--- config.mk ---
export PLATFORM = sky130hd
export DESIGN_NAME = alu_4bit
export DESIGN_NICKNAME = d
export VERILOG_FILES = /design/src/rtl/alu_4bit.sv
export SDC_FILE = /design/constraint.sdc
export NUM_CORES = 1
export LEC_CHECK = 0
export CORE_ASPECT_RATIO = 0.8
export CORE_MARGIN = 4
export CORE_UTILIZATION = 38
export DETAILED_ROUTE_END_ITERATION = 8
export GPL_TIMING_DRIVEN = 0
export SLEW_MARGIN = 20
export SYNTH_ARGS = -nofsm -noshare
export SYNTH_HDL_FRONTEND = slang
export SYNTH_SLANG_ARGS = --single-unit
--- constraint.sdc ---
create_clock -name clk -period 0.8 [get_ports clk]
set_input_delay 0.16 -clock clk [delete_from_list [all_inputs] [get_ports clk]]
set_output_delay 0.16 -clock clk [all_outputs]
set_load 0.05 [all_outputs]
--- src/rtl/alu_4bit.sv ---
// 4-bit ALU with add/sub/mul/logic ops and a single registered 8-bit result.
// One-cycle latency; async active-low reset clears the result immediately.
module alu_4bit (
  input  logic       clk,
  input  logic       rst_n,
  input  logic [3:0] a,
  input  logic [3:0] b,
  input  logic [1:0] sel,
  output logic [7:0] out
);

  typedef enum logic [1:0] {
    OP_ADD   = 2'b00,
    OP_SUB   = 2'b01,
    OP_MUL   = 2'b10,
    OP_LOGIC = 2'b11
  } op_e;

  logic [7:0] w_a_ext;
  logic [7:0] w_b_ext;
  logic [7:0] w_result;
  logic [7:0] r_out;

  assign w_a_ext = {4'b0000, a};
  assign w_b_ext = {4'b0000, b};

  // 8-bit arithmetic: SUB wraps mod 256, MUL max is 0xE1 so nothing is lost
  always_comb begin
    w_result = '0;
    case (op_e'(sel))
      OP_ADD:   w_result = w_a_ext + w_b_ext;
      OP_SUB:   w_result = w_a_ext - w_b_ext;
      OP_MUL:   w_result = w_a_ext * w_b_ext;
      OP_LOGIC: w_result = {a | b, a & b};
      default:  w_result = '0;
    endcase
  end

  always_ff @(posedge clk or negedge rst_n) begin
    if (!rst_n) begin
      r_out <= '0;
    end else begin
      r_out <= w_result;
    end
  end

  assign out = r_out;

endmodule

==> results.sh, run 1 <==
export IMPL_outcome="finished with violations"
export IMPL_violations="setup timing"
export IMPL_setup_ws_ns=-1.47
export IMPL_initial_utilization_pct=41.5
export IMPL_htree_levels=1
export IMPL_dr_wl_met3_um=91
export IMPL_num_vias=903
export IMPL_leakagePower_nw=0.753
export IMPL_clock_sinks=8
export IMPL_powerDensity_nw_per_um2=1250
export IMPL_cts_hold_buf=0
export IMPL_maxSlewViolCount=0
export IMPL_final_cells=180
export IMPL_overflow=0
export IMPL_vdd_drop_max_mv=0.456
export IMPL_rsz0062_at_grt="true"
export IMPL_grt_pass1_wl_mm=4.15
export IMPL_hold_viol_final=0
export IMPL_min_period_ns=2.27
export IMPL_cts_buffers=3
export IMPL_top_layer_used="met4"
export IMPL_synth_area_per_cell_um2=9.25
export IMPL_viasPerCell=5.02
export IMPL_worst_setup_path_end_kind="register"
export IMPL_finalPower_w=0.00202
export IMPL_core_um2=2560
export IMPL_wl_met1_mm=1.18
export IMPL_place_hpwl_mm=2.07
export IMPL_fp_dieH_um=55.3
export IMPL_syn_inst=115
export IMPL_ys_seq_area_share_pct=18.8
export IMPL_clk_pin_slew_ns=0.05
export IMPL_routed_wl_met2_mm=1.24
export IMPL_drtIter0Drc=28
export IMPL_io_pins=20
export IMPL_antenna_found_initial=0
export IMPL_largest_reg_flops=8
export IMPL_route_detailed_drc=0
export IMPL_hold_class="input pin to async pin"
export IMPL_crit_required_ns=0.90
export IMPL_routed_wl_mm=2.53
export IMPL_syn_nets=157
export IMPL_drive_above_1_share_pct=39.6
export IMPL_final_cell_mix="inv_1 (13), ha_1 (13), buf_6 (11)"
export IMPL_synth_top_area_share_pct=28.2
export IMPL_cts_tree="yes"
export IMPL_clock_path_buffers=2
export IMPL_finalCritPeriodShare_pct=284
export IMPL_tightest_slew_ns=0.339
export IMPL_ant_nets=0
export IMPL_synth_area_um2=1060
export IMPL_max_slew_margin_pct=77.4
export IMPL_grt_max_degree=11
export IMPL_syn_to_final_growth_pct=51.5
export IMPL_dp_cells=170
export IMPL_critPathMaxFanout=2
export IMPL_place_gp_congestion=0.751
export IMPL_synth_distinct_cells=27
export IMPL_cp_start_kind="input pin"
export IMPL_cap_violations=0
export IMPL_finalSetupTns_ns=-9.28
export IMPL_fmax_mhz=441
export IMPL_finalSetupViolCount=15
export IMPL_nets=188
export IMPL_crit_arrival_ns=2.36
export IMPL_rows=16
export IMPL_io_buffers=19
export IMPL_clock_root_buffer="clkbuf_4"
export IMPL_gr_usage_all_layers_pct=14.5
export IMPL_die_w_um=67.1
export IMPL_hold_ws_ns=0.182
export IMPL_wl_per_cell_um=14.1
export IMPL_yosysWarningCount=0
export IMPL_dr_pass1_iters=4
export IMPL_ys_ff_latch=8
export IMPL_synthTopCellsByArea="ha_1 (28%), dfrtp_1 (19%), fa_1 (11%)"
export IMPL_critPathKind="input pin to register"
export IMPL_antenna_cells=0
export IMPL_dieArea_um2=3710
export IMPL_synth_area_leader_cell="ha_1"
export IMPL_grt_pass1_vias=940
-- logic make-up after synthesis --
logic type | Yosys count | synth area share (%)
flops | 8 | 18.8
fa+ha+maj | 30 | 39.5
compound gates | 24 | 14.9
mux | 4 | 5.06
xor+xnor | 7 | 5.76
buf+inv | 20 | 7.29
simple gates | 22 | 8.59
-- worst max path at each step --
stage               from                to  slack [ns]  depth (start not counted)
floorplan           a[2]  out[7]$_DFF_PN0_       -1.58                         10
global placement    a[1]  out[7]$_DFF_PN0_       -2.48                         11
detailed placement  a[1]  out[7]$_DFF_PN0_       -2.51                         11
CTS                 a[1]  out[7]$_DFF_PN0_       -1.55                         11
global route        a[1]  out[7]$_DFF_PN0_       -1.58                         11
finish              a[1]  out[7]$_DFF_PN0_       -1.47                         11
-- layer usage --
metal | vias to the layer above | track usage, %
li1 | 444 | -
met1 | 427 | 18.7
met4 | 0 | 4.34
met5 | - | 0
met2 | 28 | 25.1
met3 | 4 | 1.42
-- layout make-up --
class | count | area [µm²]
timing repair buffer | 26 | 282
multi-input combinational | 87 | 971
fill | 231 | 951
sequential | 8 | 200
clock buffer | 3 | 22.5
inverter | 18 | 75.1
tap | 36 | 45.0
buffer | 2 | 16.3
-- metrics by stage --
stage | worst slack (ns) | area (µm²) | util [%]
after floorplan | -1.58 | 1200 | -
after global placement | -2.48 | 1430 | 55.9
after detailed placement | -2.51 | 1430 | 55.9
after CTS | -1.55 | 1580 | 61.5
after global routing | -1.58 | 1610 | 62.9
final | -1.47 | 1610 | 62.9
-- cells in the mapped netlist --
| cell type | count |
|---|---|
| ha_1 | 24 |
| a21oi_1 | 6 |
| a22oi_1 | 1 |
| fa_1 | 6 |
| o221ai_1 | 2 |
| nand2_1 | 7 |
| mux2_2 | 1 |
| xnor2_1 | 2 |
| a211oi_2 | 1 |
| a31oi_1 | 1 |
| mux4_2 | 1 |
| nand2b_1 | 1 |
| inv_1 | 18 |
| nand3b_1 | 1 |
| o21a_1 | 1 |
| dfrtp_1 | 8 |
| o211ai_1 | 2 |
| o22ai_1 | 1 |
| o21ai_0 | 5 |
| buf_2 | 2 |
| nor3_1 | 2 |
| nor2_1 | 11 |
| mux2i_1 | 2 |
| a21o_1 | 1 |
| xor2_1 | 5 |
| o21bai_1 | 2 |
| a21o_2 | 1 |
-- power by group --
group	switching [W]	internal, W	total (W)
Clock	0.000120	0.000170	0.000291
Sequential	0.0000268	0.000465	0.000491
Combinational	0.000675	0.000563	0.00124
Total	0.000822	0.00120	0.00202
-- critical path: stages --
cell and delay [ns]:
buf_12 0.08, nand2_4 0.04, fa_1 0.54, inv_2 0.04, fa_2 0.58, ha_4 0.22, a211oi_2 0.18, o21bai_1 0.10
a21oi_1 0.16, xor2_1 0.15, o221ai_1 0.11
-- what timing repair did --
| action | 4_1_cts | 5_1_grt |
|---|---|---|
| pin swaps | 14 | 10 |
| setup buffers | 5 | 2 |
| endpoints found under the setup margin | 16 | 16 |
| gates resized for setup | 120 | 6 |
Power figures use the tool's default switching activity.
==> run 2: changes to the inputs <==
--- a/config.mk
+++ b/config.mk
@@ -5,11 +5,14 @@
 export SDC_FILE = /design/constraint.sdc
 export NUM_CORES = 1
 export LEC_CHECK = 0
+export CAP_MARGIN = 0
 export CORE_ASPECT_RATIO = 0.8
 export CORE_MARGIN = 4
-export CORE_UTILIZATION = 38
+export CORE_UTILIZATION = 43
 export DETAILED_ROUTE_END_ITERATION = 8
 export GPL_TIMING_DRIVEN = 0
+export HOLD_SLACK_MARGIN = 0.06
+export PLACE_DENSITY = 0.71
 export SLEW_MARGIN = 20
 export SYNTH_ARGS = -nofsm -noshare
 export SYNTH_HDL_FRONTEND = slang
==> run 2 against run 1 <==
  * Largest power group unchanged
  * Critical endpoint unchanged
  * Setup slack got worse by 0.0022 ns
  * Cell count decreased by 7.8%
  * The flow still finishes with violations (setup timing)
  * Sequential power barely moved
  * Clock-buffer cell count unchanged
==> results.sh, run 2 (same netlist as run 1, synthesis figures left out) <==
export IMPL_leakagePower_nw=0.741
export IMPL_netSwitchingFraction_pct=40.6
export IMPL_wl_per_cell_um=13.4
export IMPL_clock_path_buffers=2
export IMPL_fmax_mhz=440
export IMPL_setup_ws_ns=-1.47
export IMPL_finalPower_w=0.00198
export IMPL_cp_start_kind="input pin"
export IMPL_dp_cells=159
export IMPL_io_buffers=19
export IMPL_num_vias=863
export IMPL_vdd_drop_max_mv=0.514
export IMPL_ant_nets=0
export IMPL_antenna_found_initial=0
export IMPL_wl_met1_mm=1.08
export IMPL_top_layer_used="met4"
export IMPL_io_pins=20
export IMPL_grt_pass1_vias=916
export IMPL_slowest_delay_ns=0.58
export IMPL_dieArea_um2=3340
export IMPL_maxSlewViolCount=0
export IMPL_overflow=0
export IMPL_powerDensity_nw_per_um2=1260
export IMPL_finalCritPeriodShare_pct=284
export IMPL_routed_wl_mm=2.22
export IMPL_routed_wl_met2_mm=1.03
export IMPL_power_frac_comb_pct=60.5
export IMPL_worstPathCellList="buf_8 -> nand2_4 -> fa_1 -> inv_2 -> fa_2 -> ha_4 -> a211oi_2 -> o21bai_1 -> a21oi_1 -> xor2_1 -> o221ai_1"
export IMPL_hold_class="input pin to async pin"
export IMPL_crit_required_ns=0.90
export IMPL_antenna_cells=0
export IMPL_outcome="finished with violations"
export IMPL_crit_arrival_ns=2.37
export IMPL_pwr_share_clk_pct=14.8
export IMPL_p_switching_w=0.000806
export IMPL_p_seq_share_pct=24.6
export IMPL_die_w_um=63.6
export IMPL_drtIter0Drc=17
export IMPL_htree_levels=1
export IMPL_gr_usage_all_layers_pct=14.9
export IMPL_mostFrequentLayoutCell="ha_1"
export IMPL_place_gp_congestion=0.834
export IMPL_clock_root_buffer="clkbuf_4"
export IMPL_cts_tree="yes"
export IMPL_dp_slack_ns=-2.49
export IMPL_critPathMaxFanout=3
export IMPL_grt_pass1_wl_mm=3.86
export IMPL_tightest_slew_ns=0.328
export IMPL_final_cell_mix="ha_1 (14), inv_1 (13), buf_6 (11)"
export IMPL_finalSetupViolCount=15
export IMPL_rows=15
export IMPL_violations="setup timing"
export IMPL_dr_wl_met3_um=76
export IMPL_min_period_ns=2.27
export IMPL_dr_pass1_iters=4
export IMPL_cts_buffers=3
export IMPL_syn_to_final_growth_pct=48.1
export IMPL_fp_dieH_um=52.5
export IMPL_cp_slowest_cell="fa_2"
export IMPL_cap_violations=0
export IMPL_route_detailed_drc=0
export IMPL_max_slew_margin_pct=78.1
export IMPL_clk_pin_slew_ns=0.05
export IMPL_worst_setup_path_end_kind="register"
export IMPL_internal_power_w=0.00118
export IMPL_nets=185
export IMPL_place_hpwl_mm=1.90
export IMPL_clock_sinks=8
export IMPL_cts_hold_buf=0
export IMPL_viasPerCell=5.20
export IMPL_final_cells=166
export IMPL_largest_reg_flops=8
export IMPL_hold_viol_final=0
export IMPL_core_um2=2250
export IMPL_finalSetupTns_ns=-9.03
export IMPL_critPathKind="input pin to register"
export IMPL_drive_above_1_share_pct=37.6
export IMPL_initial_utilization_pct=47.2
export IMPL_grt_max_degree=11
export IMPL_rsz0062_at_grt="true"
==> run 2: area by class of cell <==
type | count | area [µm²]
multi-input combinational | 87 | 961
clock buffer | 3 | 22.5
tap | 25 | 31.3
sequential | 8 | 200
buffer | 2 | 16.3
timing repair buffer | 23 | 267
inverter | 18 | 77.6
fill | 168 | 677
==> run 2: power by group through the flow <==
stage	combinational, W	sequential, W	clock (W)
after floorplan	0.000509	0.000701	0
after global placement	0.00105	0.000485	0
after detailed placement	0.00106	0.000483	0
after CTS	0.00118	0.000489	0.000304
after global routing	0.00130	0.000495	0.000339
final	0.00120	0.000489	0.000294
==> run 2: how the worst max path moves through the flow <==
stage / endpoint / from
after floorplan: out[7]$_DFF_PN0_ / a[2]
after global placement: out[7]$_DFF_PN0_ / a[1]
after detailed placement: out[7]$_DFF_PN0_ / a[1]
after CTS: out[7]$_DFF_PN0_ / b[2]
after global routing: out[7]$_DFF_PN0_ / b[2]
final: out[7]$_DFF_PN0_ / b[2]
==> run 2: critical path, delay by kind of cell <==
family	cells	cell delay (ns)
fa+ha+maj	3	1.35
compound gates	4	0.54
xor+xnor	1	0.15
buf+inv	2	0.13
simple gates	1	0.04
==> run 2: through the flow <==
stage                     cell area (µm²)  hold slack [ns]  util, %
after floorplan                      1200           -0.136        -
after global placement               1420            0.444     62.9
after detailed placement             1420            0.450     62.9
after CTS                            1550            0.177     68.8
after global routing                 1580            0.179     69.9
final                                1580            0.168     69.9
==> run 2: routing by layer <==
layer / vias to the layer above / track usage, %
li1: 440 / -
met3: 4 / 1.72
met1: 397 / 17.9
met2: 22 / 26.7
met5: - / 0
met4: 0 / 7.53
==> run 2: timing repair <==
action,in CTS,in global routing
setup buffers,3,1
gates resized for setup,120,7
pin swaps,16,9
endpoints found under the setup margin,16,15
==> variant: new RTL, settings of run 2 <==
Register the inputs `a`, `b` and `sel` before use, without a reset. The logic sees them one clock later. Comments in the files are not updated.
--- a/src/rtl/alu_4bit.sv
+++ b/src/rtl/alu_4bit.sv
@@ -16,22 +16,32 @@
     OP_LOGIC = 2'b11
   } op_e;
 
+  logic [3:0] a_q;
+  logic [3:0] b_q;
+  logic [1:0] sel_q;
+
+  always_ff @(posedge clk) begin
+    a_q   <= a;
+    b_q   <= b;
+    sel_q <= sel;
+  end
+
   logic [7:0] w_a_ext;
   logic [7:0] w_b_ext;
   logic [7:0] w_result;
   logic [7:0] r_out;
 
-  assign w_a_ext = {4'b0000, a};
-  assign w_b_ext = {4'b0000, b};
+  assign w_a_ext = {4'b0000, a_q};
+  assign w_b_ext = {4'b0000, b_q};
 
   // 8-bit arithmetic: SUB wraps mod 256, MUL max is 0xE1 so nothing is lost
   always_comb begin
     w_result = '0;
-    case (op_e'(sel))
+    case (op_e'(sel_q))
       OP_ADD:   w_result = w_a_ext + w_b_ext;
       OP_SUB:   w_result = w_a_ext - w_b_ext;
       OP_MUL:   w_result = w_a_ext * w_b_ext;
-      OP_LOGIC: w_result = {a | b, a & b};
+      OP_LOGIC: w_result = {a_q | b_q, a_q & b_q};
       default:  w_result = '0;
     endcase
   end
Check against the original RTL: not equivalent (Yosys sat finds a counterexample within 4 cycles, from zero or initial values and one cycle with rst_n low).
==> variant against run 2 <==
  * The flow still finishes with violations (setup timing)
  * Total power rose by 46%
  * Routed wire length rose by 15%
  * Synthesized area rose by 18%
  * Sequential cell count rose by 10
  * Critical path depth fell by 1
  * Design area rose by 11%
  * Worst setup slack got worse by 410 ps
  * Worst hold slack improved by 4.3 ps
  * Critical endpoint unchanged
  * Highest routed layer unchanged
==> variant: results (changes against run 2) <==
- Status: complete, but fails checks (unchanged)
- Failing checks: setup timing (unchanged)
- Maximum VDD drop: 1.157 mV (was 0.5145 mV)
- Sequential power: 1.04 mW (was 0.489 mW)
- Leak pwr: 0.8038 nW (was 0.7414 nW)
- Final setup vio count: 16 (was 15)
- Ys flop type: dfxtp_1 (was dfrtp_1)
- Met3 WL post-DR: 172 um (was 76 um)
- Crit Path Max Fanout: 2 (was 3)
- Vias: 934 (was 863)
- Starting DRT DRC Count: 13 (was 17)
- Met2 wire length: 1275 um (was 1032 um)
- Placed cells: 181 (was 159)
- Vias per cell: 4.916 (was 5.199)
- Worst EP arrival: 2790 ps (was 2370 ps)
- Routed length per instance: 13.43 um (was 13.36 um)
- Final setup margin: -1885 ps (was -1471 ps)
- Register area share after synthesis: 31.84% (was 18.82%)
- Pwr Density: 1658 nW/um2 (was 1259 nW/um2)
- Combinational Power Share: 39.7% (was 60.5%)
- Syn_area_per_cell: 10.14 um2 (was 9.248 um2)
- Slew HR: 78.19% (was 78.07%)
- First-pass GRT wire length: 4188 um (was 3864 um)
- Post-CTS setup buffers: 5 (was 3)
- Design area: 1742 um2 (was 1575 um2)
- RePlAce Congestion: 0.8789 (was 0.8338)
- Most frequent cells after synthesis: ha_1 (24), inv_1 (18), nor2_1 (11) (unchanged)
- Post-synth net total: 166 (was 157)
- Area share of fa/ha/maj cells after synthesis: 33.43% (was 39.53%)
- TNS Setup: -12,420 ps (was -9027 ps)
- GRT Util Overall: 14.42% (was 14.92%)
- Post-synthesis mux area share: 4.279% (was 5.059%)
- Ys async rst share: 44.44% (was 100.0%)
==> variant: critical path, stage by stage (launching register included) <==
cell	delay, ps
dfxtp_2	340
nand2_2	70
fa_1	580
inv_2	50
fa_2	580
ha_4	210
a211oi_2	190
o21bai_1	80
a21oi_1	150
xor2_1	160
o221ai_1	120
==> variant: final cells by class <==
| cell class | instances | share of cell area [%] |
|---|---|---|
| Sequential cell | 18 | 23.64 |
| Multi-Input combinational cell | 86 | 52.23 |
| Clock buffer | 4 | 3.161 |
| Tap cell | 38 | 2.730 |
| Inverter | 18 | 4.023 |
| Timing Repair Buffer | 24 | 13.65 |
| Buffer | 2 | 0.5747 |
==> variant: path summary, 6_finish.rpt <==
kind | start | endpoint | slack [ps]
worst max-delay path | a_q[0] | out[7] | -1880
worst min-delay path | rst_n | out[7] | 170
worst max register to register | a_q[0] | out[7] | -1880
worst min register to register | sel_q[1] | out[7] | 650
max in group asynchronous | rst_n | out[3] | 390
min in group clk | a[1] | a_q[1] | 340
